===== src/rtl/pc_unit_pipe_if.sv =====
// Bundle between the IF-stage PC unit and its control/hazard logic.
// The master drives the selection controls, and the slave (the PC unit) returns the fetch state.
interface pc_unit_pipe_if #(
    parameter int ADDR_W = 32
);
    logic              stall;
    logic [2:0]        PCSrc;
    logic              ALUOut0;
    logic [ADDR_W-1:0] ConBA;
    logic [ADDR_W-1:0] DatabusA;
    logic [25:0]       JT;
    logic              irq;
    logic [ADDR_W-1:0] PC;
    logic [ADDR_W-1:0] PC_plus4;
    logic [ADDR_W-1:0] EPC;
    logic              kernel;
    logic              redirect;

    modport master (
        output stall, PCSrc, ALUOut0, ConBA, DatabusA, JT, irq,
        input  PC, PC_plus4, EPC, kernel, redirect
    );

    modport slave (
        input  stall, PCSrc, ALUOut0, ConBA, DatabusA, JT, irq,
        output PC, PC_plus4, EPC, kernel, redirect
    );
endinterface


===== src/rtl/pc_unit_pipe.sv =====
// Pipelined IF-stage PC unit: next-PC selection, stall hold, latched interrupt,
// EPC capture, kernel-bit protection and a one-cycle redirect/flush pulse.
module pc_unit_pipe #(
    parameter int          ADDR_W    = 32,
    parameter logic [31:0] RESET_VEC = 32'h8000_0000,
    parameter logic [31:0] ILLOP_VEC = 32'h8000_0004,
    parameter logic [31:0] XADR_VEC  = 32'h8000_0008
) (
    input  logic           clk,
    input  logic           reset,
    pc_unit_pipe_if.slave  bus
);
    localparam logic [ADDR_W-1:0] RST_PC    = RESET_VEC[ADDR_W-1:0];
    localparam logic [ADDR_W-1:0] ILLOP_PC  = ILLOP_VEC[ADDR_W-1:0];
    localparam logic [ADDR_W-1:0] XADR_PC   = XADR_VEC[ADDR_W-1:0];
    localparam logic [ADDR_W-2:0] LOW_FOUR  = (ADDR_W-1)'(4);

    logic [ADDR_W-1:0] pc_q, pc_d;
    logic [ADDR_W-1:0] epc_q, epc_d;
    logic              redirect_q, redirect_d;
    logic              irq_pend_q, irq_pend_d;

    logic [ADDR_W-1:0] pc_plus4;
    logic [ADDR_W-1:0] cand;
    logic              k;
    logic              seq_pick;
    logic              trap_src;
    logic              take_irq;
    logic              unused_conba_msb;

    assign k                = pc_q[ADDR_W-1];
    assign pc_plus4         = {k, pc_q[ADDR_W-2:0] + LOW_FOUR};
    assign trap_src         = bus.PCSrc[2];
    assign take_irq         = (irq_pend_q | bus.irq) & ~k & ~trap_src;
    assign unused_conba_msb = bus.ConBA[ADDR_W-1];

    // Candidate address; jr can only clear the kernel bit, never set it.
    always_comb begin
        cand     = pc_plus4;
        seq_pick = 1'b1;
        case (bus.PCSrc)
            3'b000: begin
                cand     = pc_plus4;
                seq_pick = 1'b1;
            end
            3'b001: begin
                if (bus.ALUOut0) begin
                    cand     = {k, bus.ConBA[ADDR_W-2:0]};
                    seq_pick = 1'b0;
                end
            end
            3'b010: begin
                cand     = {pc_plus4[ADDR_W-1:28], bus.JT, 2'b00};
                seq_pick = 1'b0;
            end
            3'b011: begin
                cand     = {k & bus.DatabusA[ADDR_W-1], bus.DatabusA[ADDR_W-2:0]};
                seq_pick = 1'b0;
            end
            3'b100: begin
                cand     = ILLOP_PC;
                seq_pick = 1'b0;
            end
            default: begin
                cand     = XADR_PC;
                seq_pick = 1'b0;
            end
        endcase
    end

    always_comb begin
        pc_d       = pc_q;
        epc_d      = epc_q;
        redirect_d = 1'b0;
        irq_pend_d = irq_pend_q | bus.irq;
        if (!bus.stall) begin
            if (trap_src) begin
                pc_d       = cand;
                epc_d      = (bus.PCSrc == 3'b100) ? pc_plus4 : pc_q;
                redirect_d = 1'b1;
            end else if (take_irq) begin
                pc_d       = ILLOP_PC;
                epc_d      = cand;
                irq_pend_d = 1'b0;
                redirect_d = 1'b1;
            end else begin
                pc_d       = cand;
                redirect_d = ~seq_pick;
            end
        end
    end

    always_ff @(posedge clk) begin
        if (!reset) begin
            pc_q       <= RST_PC;
            epc_q      <= '0;
            redirect_q <= 1'b0;
            irq_pend_q <= 1'b0;
        end else begin
            pc_q       <= pc_d;
            epc_q      <= epc_d;
            redirect_q <= redirect_d;
            irq_pend_q <= irq_pend_d;
        end
    end

    assign bus.PC       = pc_q;
    assign bus.PC_plus4 = pc_plus4;
    assign bus.EPC      = epc_q;
    assign bus.kernel   = k;
    assign bus.redirect = redirect_q;
endmodule


===== src/flat_wrapper.sv =====
// flat-port wrapper written by rule: the top's interface ports become plain ports
module pc_unit_pipe_flat 
#(
    parameter int          ADDR_W    = 32,
    parameter logic [31:0] RESET_VEC = 32'h8000_0000,
    parameter logic [31:0] ILLOP_VEC = 32'h8000_0004,
    parameter logic [31:0] XADR_VEC  = 32'h8000_0008
)
  (clk, reset, bus_stall, bus_PCSrc, bus_ALUOut0, bus_ConBA, bus_DatabusA, bus_JT, bus_irq, bus_PC, bus_PC_plus4, bus_EPC, bus_kernel, bus_redirect);
  pc_unit_pipe_if #(.ADDR_W(ADDR_W)) bus_i ();
  input  logic clk;
  input  logic reset;
  input wire logic [$bits(bus_i.stall)-1:0] bus_stall;
  input wire logic [$bits(bus_i.PCSrc)-1:0] bus_PCSrc;
  input wire logic [$bits(bus_i.ALUOut0)-1:0] bus_ALUOut0;
  input wire logic [$bits(bus_i.ConBA)-1:0] bus_ConBA;
  input wire logic [$bits(bus_i.DatabusA)-1:0] bus_DatabusA;
  input wire logic [$bits(bus_i.JT)-1:0] bus_JT;
  input wire logic [$bits(bus_i.irq)-1:0] bus_irq;
  output wire logic [$bits(bus_i.PC)-1:0] bus_PC;
  output wire logic [$bits(bus_i.PC_plus4)-1:0] bus_PC_plus4;
  output wire logic [$bits(bus_i.EPC)-1:0] bus_EPC;
  output wire logic [$bits(bus_i.kernel)-1:0] bus_kernel;
  output wire logic [$bits(bus_i.redirect)-1:0] bus_redirect;
  assign bus_i.stall = bus_stall;
  assign bus_i.PCSrc = bus_PCSrc;
  assign bus_i.ALUOut0 = bus_ALUOut0;
  assign bus_i.ConBA = bus_ConBA;
  assign bus_i.DatabusA = bus_DatabusA;
  assign bus_i.JT = bus_JT;
  assign bus_i.irq = bus_irq;
  assign bus_PC = bus_i.PC;
  assign bus_PC_plus4 = bus_i.PC_plus4;
  assign bus_EPC = bus_i.EPC;
  assign bus_kernel = bus_i.kernel;
  assign bus_redirect = bus_i.redirect;
  pc_unit_pipe #(.ADDR_W(ADDR_W), .RESET_VEC(RESET_VEC), .ILLOP_VEC(ILLOP_VEC), .XADR_VEC(XADR_VEC)) u_core (.clk(clk), .reset(reset), .bus(bus_i));
endmodule

===== config.mk =====
export PLATFORM = sky130hd
export DESIGN_NAME = pc_unit_pipe_flat
export DESIGN_NICKNAME = d
export VERILOG_FILES = /design/src/rtl/pc_unit_pipe_if.sv /design/src/rtl/pc_unit_pipe.sv /design/src/flat_wrapper.sv
export SDC_FILE = /design/constraint.sdc
export NUM_CORES = 1
export LEC_CHECK = 0
export CELL_PAD_IN_SITES_DETAIL_PLACEMENT = 1
export CELL_PAD_IN_SITES_GLOBAL_PLACEMENT = 2
export CORE_ASPECT_RATIO = 1.2
export CORE_MARGIN = 10
export CORE_UTILIZATION = 23
export CTS_CLUSTER_DIAMETER = 100
export DETAILED_ROUTE_END_ITERATION = 10
export PLACE_DENSITY = 0.88
export SETUP_SLACK_MARGIN = 0.1
export SYNTH_ARGS = -nofsm -noshare
export SYNTH_HDL_FRONTEND = slang
export SYNTH_SLANG_ARGS = --single-unit
export TNS_END_PERCENT = 50

===== constraint.sdc =====
create_clock -name clk -period 3.2 [get_ports clk]
set_input_delay 0.96 -clock clk [delete_from_list [all_inputs] [get_ports clk]]
set_output_delay 0.96 -clock clk [all_outputs]
set_load 0.01 [all_outputs]

* Word level (Yosys, flattened, before mapping)
Cells that the tools add are included.
** Word-level totals
- Bits in registers :: 66
- Bits of input ports :: 98
- Output and inout bits :: 98
** Cells by class
- Add/subtract/negate cells :: 1
- Muxes and demuxes :: 14
- Eq/ne operators :: 4
- Reductions and logical operators :: 4
- Bitwise logic cells :: 9
** Operators by type and width (count)
- one-hot mux 32 bit (5 select lines) :: 1
- two-way mux 32 bit :: 4
- two-way mux 31 bit :: 2
- adder 31 x 3 -> 31 bit, second input constant :: 1
- equality test 3 x 2 -> 1 bit, second input constant :: 2
- two-way mux 1 bit :: 6
- NOT 1 bit :: 5
- bitwise AND 1 bit :: 3
- equality test 3 x 1 -> 1 bit, second input constant :: 1
- equality test 3 bit, second input constant :: 1
- logical NOT 3 bit :: 1
- one-hot mux 1 bit (2 select lines) :: 1
- AND reduction 2 bit :: 1
- nonzero test 2 bit :: 1
- OR reduction 2 bit :: 1
- OR 1 bit :: 1

* Logic depth before layout (Yosys ltp)
- Depth after elaboration :: 6
- Depth in mapped cells :: 9

* Worst setup path before layout
OpenSTA, ideal clock, no wires.
- Path kind :: register to output
- Start point :: register u_core.pc_q[7], in the netlist u_core.bus.PC[7]
- End point :: output bus_PC_plus4[24]
- Data required time :: 2240 ps
- Stages on the path, launching flop included :: 6
- Path buffers :: 1
- Arrival time :: 1687 ps
- Slack :: 553 ps
- Path through :: dfxtp_1 > clkbuf_8 > nand3_2 > or4_4 > nor4_4 > xor2_2
** Between the ends
- Word-level cells in the longest chain between the ends :: 1
** RTL lines
- from (decl) :: RTL line pc_unit_pipe.sv:18 : logic [ADDR_W-1:0] pc_q, pc_d;
- from (signal assigned) :: RTL line pc_unit_pipe.sv:100 : pc_q <= pc_d;
- adder 31 x 3 -> 31 bit :: RTL line pc_unit_pipe.sv:32 : assign pc_plus4 = {k, pc_q[ADDR_W-2:0] + LOW_FOUR};
- to (decl) :: RTL line flat_wrapper.sv:21 : output wire logic [$bits(bus_i.PC_plus4)-1:0] bus_PC_plus4;
No other way between the ends.

* Worst setup path after layout
- Start point :: register u_core.pc_q[8], in the netlist u_core.bus.PC[8]
- End point :: output bus_PC_plus4[27]
Same word-level chain as after synthesis.

==> summary.txt <==
Timing
  • Total negative slack: 0 ns
  • RSZ-0062 raised after global routing: true
  • Fmax: 320 MHz
  • Final worst slack: 0.0784 ns
  • Worst-Margin Slew: 0.647 ns
  • Final setup violation count: 0
  • Layout Skew: 0.00483 ns
  • Hold Worst Slack: 0.473 ns
  • Crit path time final: 3.12 ns
  • Final period utilization: 0.976
  • Hold Vio Cnt, Final: 0
  • Final max-slew violation count: 0
  • Slew margin rel.: 0.568

Pwr
  • Sw frac: 0.290
  • NetSw: 0.707 mW
  • Combinational power share: 0.258
  • Design Power: 2.43 mW
  • P_int: 1.73 mW
  • Power share of the clock group: 0.376
  • Pwr dens: 314 mW/mm2
  • Sequential Power Share: 0.367
  • Worst VDD drop: 299 uV
  • P_leak: 3.17 nW

Placed design
  • Post-place instance area: 0.00717 mm2
  • Dpl hpwl: 18,200 um
  • PortBufs: 194
  • GP Congestion: 0.878
  • Dpl ws: 0.00324 ns

Layout
  • ANT cells: 0
  • Fin area: 0.00776 mm2
  • Fill cell count: 2,347
  • Layout cells sized above 1: 0.216
  • Final net count: 939
  • Layout area overhead: 71.7%

Clock tree
  • CTS root buf: clkbuf_16
  • CTS tree: yes
  • Inserted Clock Buffers: 9
  • Clk pin slew, worst setup/hold paths: 0.06 ns
  • Clock Latency Late Sink: 0.34 ns
  • CTS Sinks: 66
  • Maximum clock insertion buffer count: 2
  • CTS H-tree depth: 3

Worst setup path
  • Worst path required time: 2.24 ns
  • WS Path Type: flip-flop to primary output
  • R2r setup slk: 1.00 ns
  • R2R Path End: u_core.bus.PC[27]$_SDFFE_PN0N_
  • Crit end category: primary output
  • Cells on worst reg2reg path: 10
  • RR Startpoint: u_core.bus.PC[8]$_SDFFE_PN0N_
  • Crit start category: flip-flop
  • CP arrival: 2.16 ns
  • Crit path max fanout: 5

Logic synthesis
  • Xor/xnor share of the synthesized area: 0.0886
  • Area share of the largest cell type after synthesis: 0.292
  • Cell area after synthesis: 0.00452 mm2
  • Post-Syn Instances: 582
  • Synth Area in Compound Gates: 0.299
  • Main combinational cell family by area after synthesis: compound AO/OA/AOI/OAI gates
  • Sequential area share after synthesis: 0.292
  • Multiplexer share of the synthesized area: 0.0136
  • Synth area leaders: dfxtp_1 (29%), o21ai_0 (6.6%), nand2_1 (5.4%), a21oi_1 (5.1%), xnor2_1 (4.7%)
  • #FFs+latches synth: 66
  • Number of synthesized flops with an enable pin: 0
  • Leading register cell type out of synthesis: dfxtp_1
  • Synth Area per Inst: 7.77 um2
  • Syn nets: 681
  • Syn. warnings: 0
  • Adder-Cell Fraction of Synth Area: 0.00277
  • Synth area leader: dfxtp_1
  • Asr flop ratio synth: 0
  • Synth cell types: 69
  • Post-synthesis simple-gate area fraction: 0.223

Detailed routing
  • DR DRC count: 0
  • DR WL/cell: 21.2 um
  • Pre-Repair DR Iteration Count: 6
  • Routed WL: 23,400 um
  • Vias per cell: 5.06
  • Initial DRC count: 412
  • Detailed-route via count: 5,583
  • Antenna-violating nets left: 0

Die
  • Initial cell density of the core: 0.233
  • Core area: 0.0194 mm2
  • # IOs: 196
  • Die footprint: 0.0257 mm2
  • Row cnt: 56
  • Chip Width: 148 um
  • Die Y: 174 um

Global routing
  • Gr ovfl total: 0
  • Vias in the first global route: 5,947
  • Initial antenna violation count: 0
  • GR Util All Layers: 0.175
  • First-pass GRT wire length: 35,400 um
  • Largest net degree at the start of global routing: 26

Min path
  • HP Class: flip-flop to flip-flop
  • WHS Path Cells: 2
  • Hold wc startpoint: u_core.bus.EPC[2]$_SDFFE_PN0P_
  • Hold worst-path end: u_core.bus.EPC[2]$_SDFFE_PN0P_

Run status
  • Status: finished clean

Flow run
  • Max cap viols: 0
through the flow:
stage,std cells,util
finish,1104,0.400
global route,1104,0.400
CTS,1092,0.393
detailed placement,1068,0.370
global placement,1068,0.370
floorplan,582,-
power groups by stage:
stage	registers [mW]	clock network [mW]	logic (mW)
after global placement	0.905	0	0.613
after CTS	0.892	0.924	0.623
after global routing	0.898	0.962	0.673
final	0.893	0.915	0.627
after floorplan	0.925	0	0.224
after detailed placement	0.906	0	0.619
worst max path at each step:
stage / end / cells past startpoint / slack (ns) / from
after global placement: u_core.bus.PC[14]$_SDFFE_PN0N_ / 9 / -0.02 / bus_PCSrc[2]
final: bus_PC_plus4[27] / 7 / 0.08 / u_core.bus.PC[8]$_SDFFE_PN0N_
after global routing: bus_PC_plus4[27] / 7 / -0.005 / u_core.bus.PC[9]$_SDFFE_PN0N_
after CTS: bus_PC_plus4[26] / 6 / -0.005 / u_core.bus.PC[10]$_SDFFE_PN0N_
after floorplan: bus_PC_plus4[24] / 5 / 0.55 / u_core.bus.PC[7]$_SDFFE_PN0N_
after detailed placement: u_core.bus.EPC[18]$_SDFFE_PN0P_ / 7 / 0.003 / bus_PCSrc[2]
flip-flops by register name (all words and copies together) (netlist names):
signal / flops
u_core.bus.EPC: 32
u_core.bus.PC: 32
u_core.bus.redirect: 1
u_core.irq_pend_q: 1
cell usage in the layout (no fill, tap or decap), types with 16 or more instances in the layout:
cell,instances
a222oi_1,17
xor2_1,16
nor2_1,35
a21oi_1,46
o21ai_0,60
nand2_1,63
xnor2_1,21
clkdlybuf4s50_1,172
dfxtp_1,55
buf_4,95
Yosys cell counts, types with 4 or more instances:
cell,count
buf_6,6
a31oi_1,8
nor2b_1,11
buf_4,7
nor3_1,12
and2_1,6
inv_1,15
clkbuf_1,29
nand4_1,11
dfxtp_1,66
xnor2_1,24
a22oi_1,15
nand2_1,65
o21ai_0,60
xor2_1,18
buf_2,7
a21o_1,5
a21oi_1,46
a222oi_1,17
nand3_1,17
o31ai_1,4
and4_1,5
a22o_1,8
nor2_1,38
and3_1,5
mux2i_1,5
a21boi_0,6
layout make-up:
cell class,count,area [um2],area share
Timing Repair Buffer,302,2790,0.360
Clock inverter,3,17.5,0.00226
Multi-Input combinational cell,446,2990,0.385
Sequential cell,66,1340,0.172
Tap cell,261,327,0.0421
Clock buffer,11,243,0.0313
Inverter,15,56.3,0.00726
worst max-delay path: stages (launching register included):
cell and delay, ns:
dfxtp_2 0.34, nand3_2 0.10, buf_4 0.17, nor4_1 0.29
buf_4 0.19, nand4_1 0.14, xnor2_2 0.27, dlygate4sd2_1 0.32
per-layer routing:
| layer | track usage | vias up | wire length, um |
|---|---|---|---|
| li1 | - | 2640 | - |
| met1 | 0.203 | 2732 | 9740 |
| met2 | 0.303 | 176 | 11800 |
| met3 | 0.0368 | 35 | 1230 |
| met4 | 0.0707 | 0 | 661 |
| met5 | 0 | - | 0 |
cell families after synthesis:
| logic type | Yosys count |
|---|---|
| mux | 6 |
| compound gates | 203 |
| flops | 66 |
| fa+ha+maj | 1 |
| buf+inv | 70 |
| xor+xnor | 44 |
| simple gates | 192 |
timing repair:
action	in CTS	in global routing
endpoints found under the hold margin	0	0
pin swaps	12	14
setup buffers	10	12
hold buffers	0	0
setup endpoints to repair	23	15
resized for setup	62	23
(Power assumes the default switching activity.)
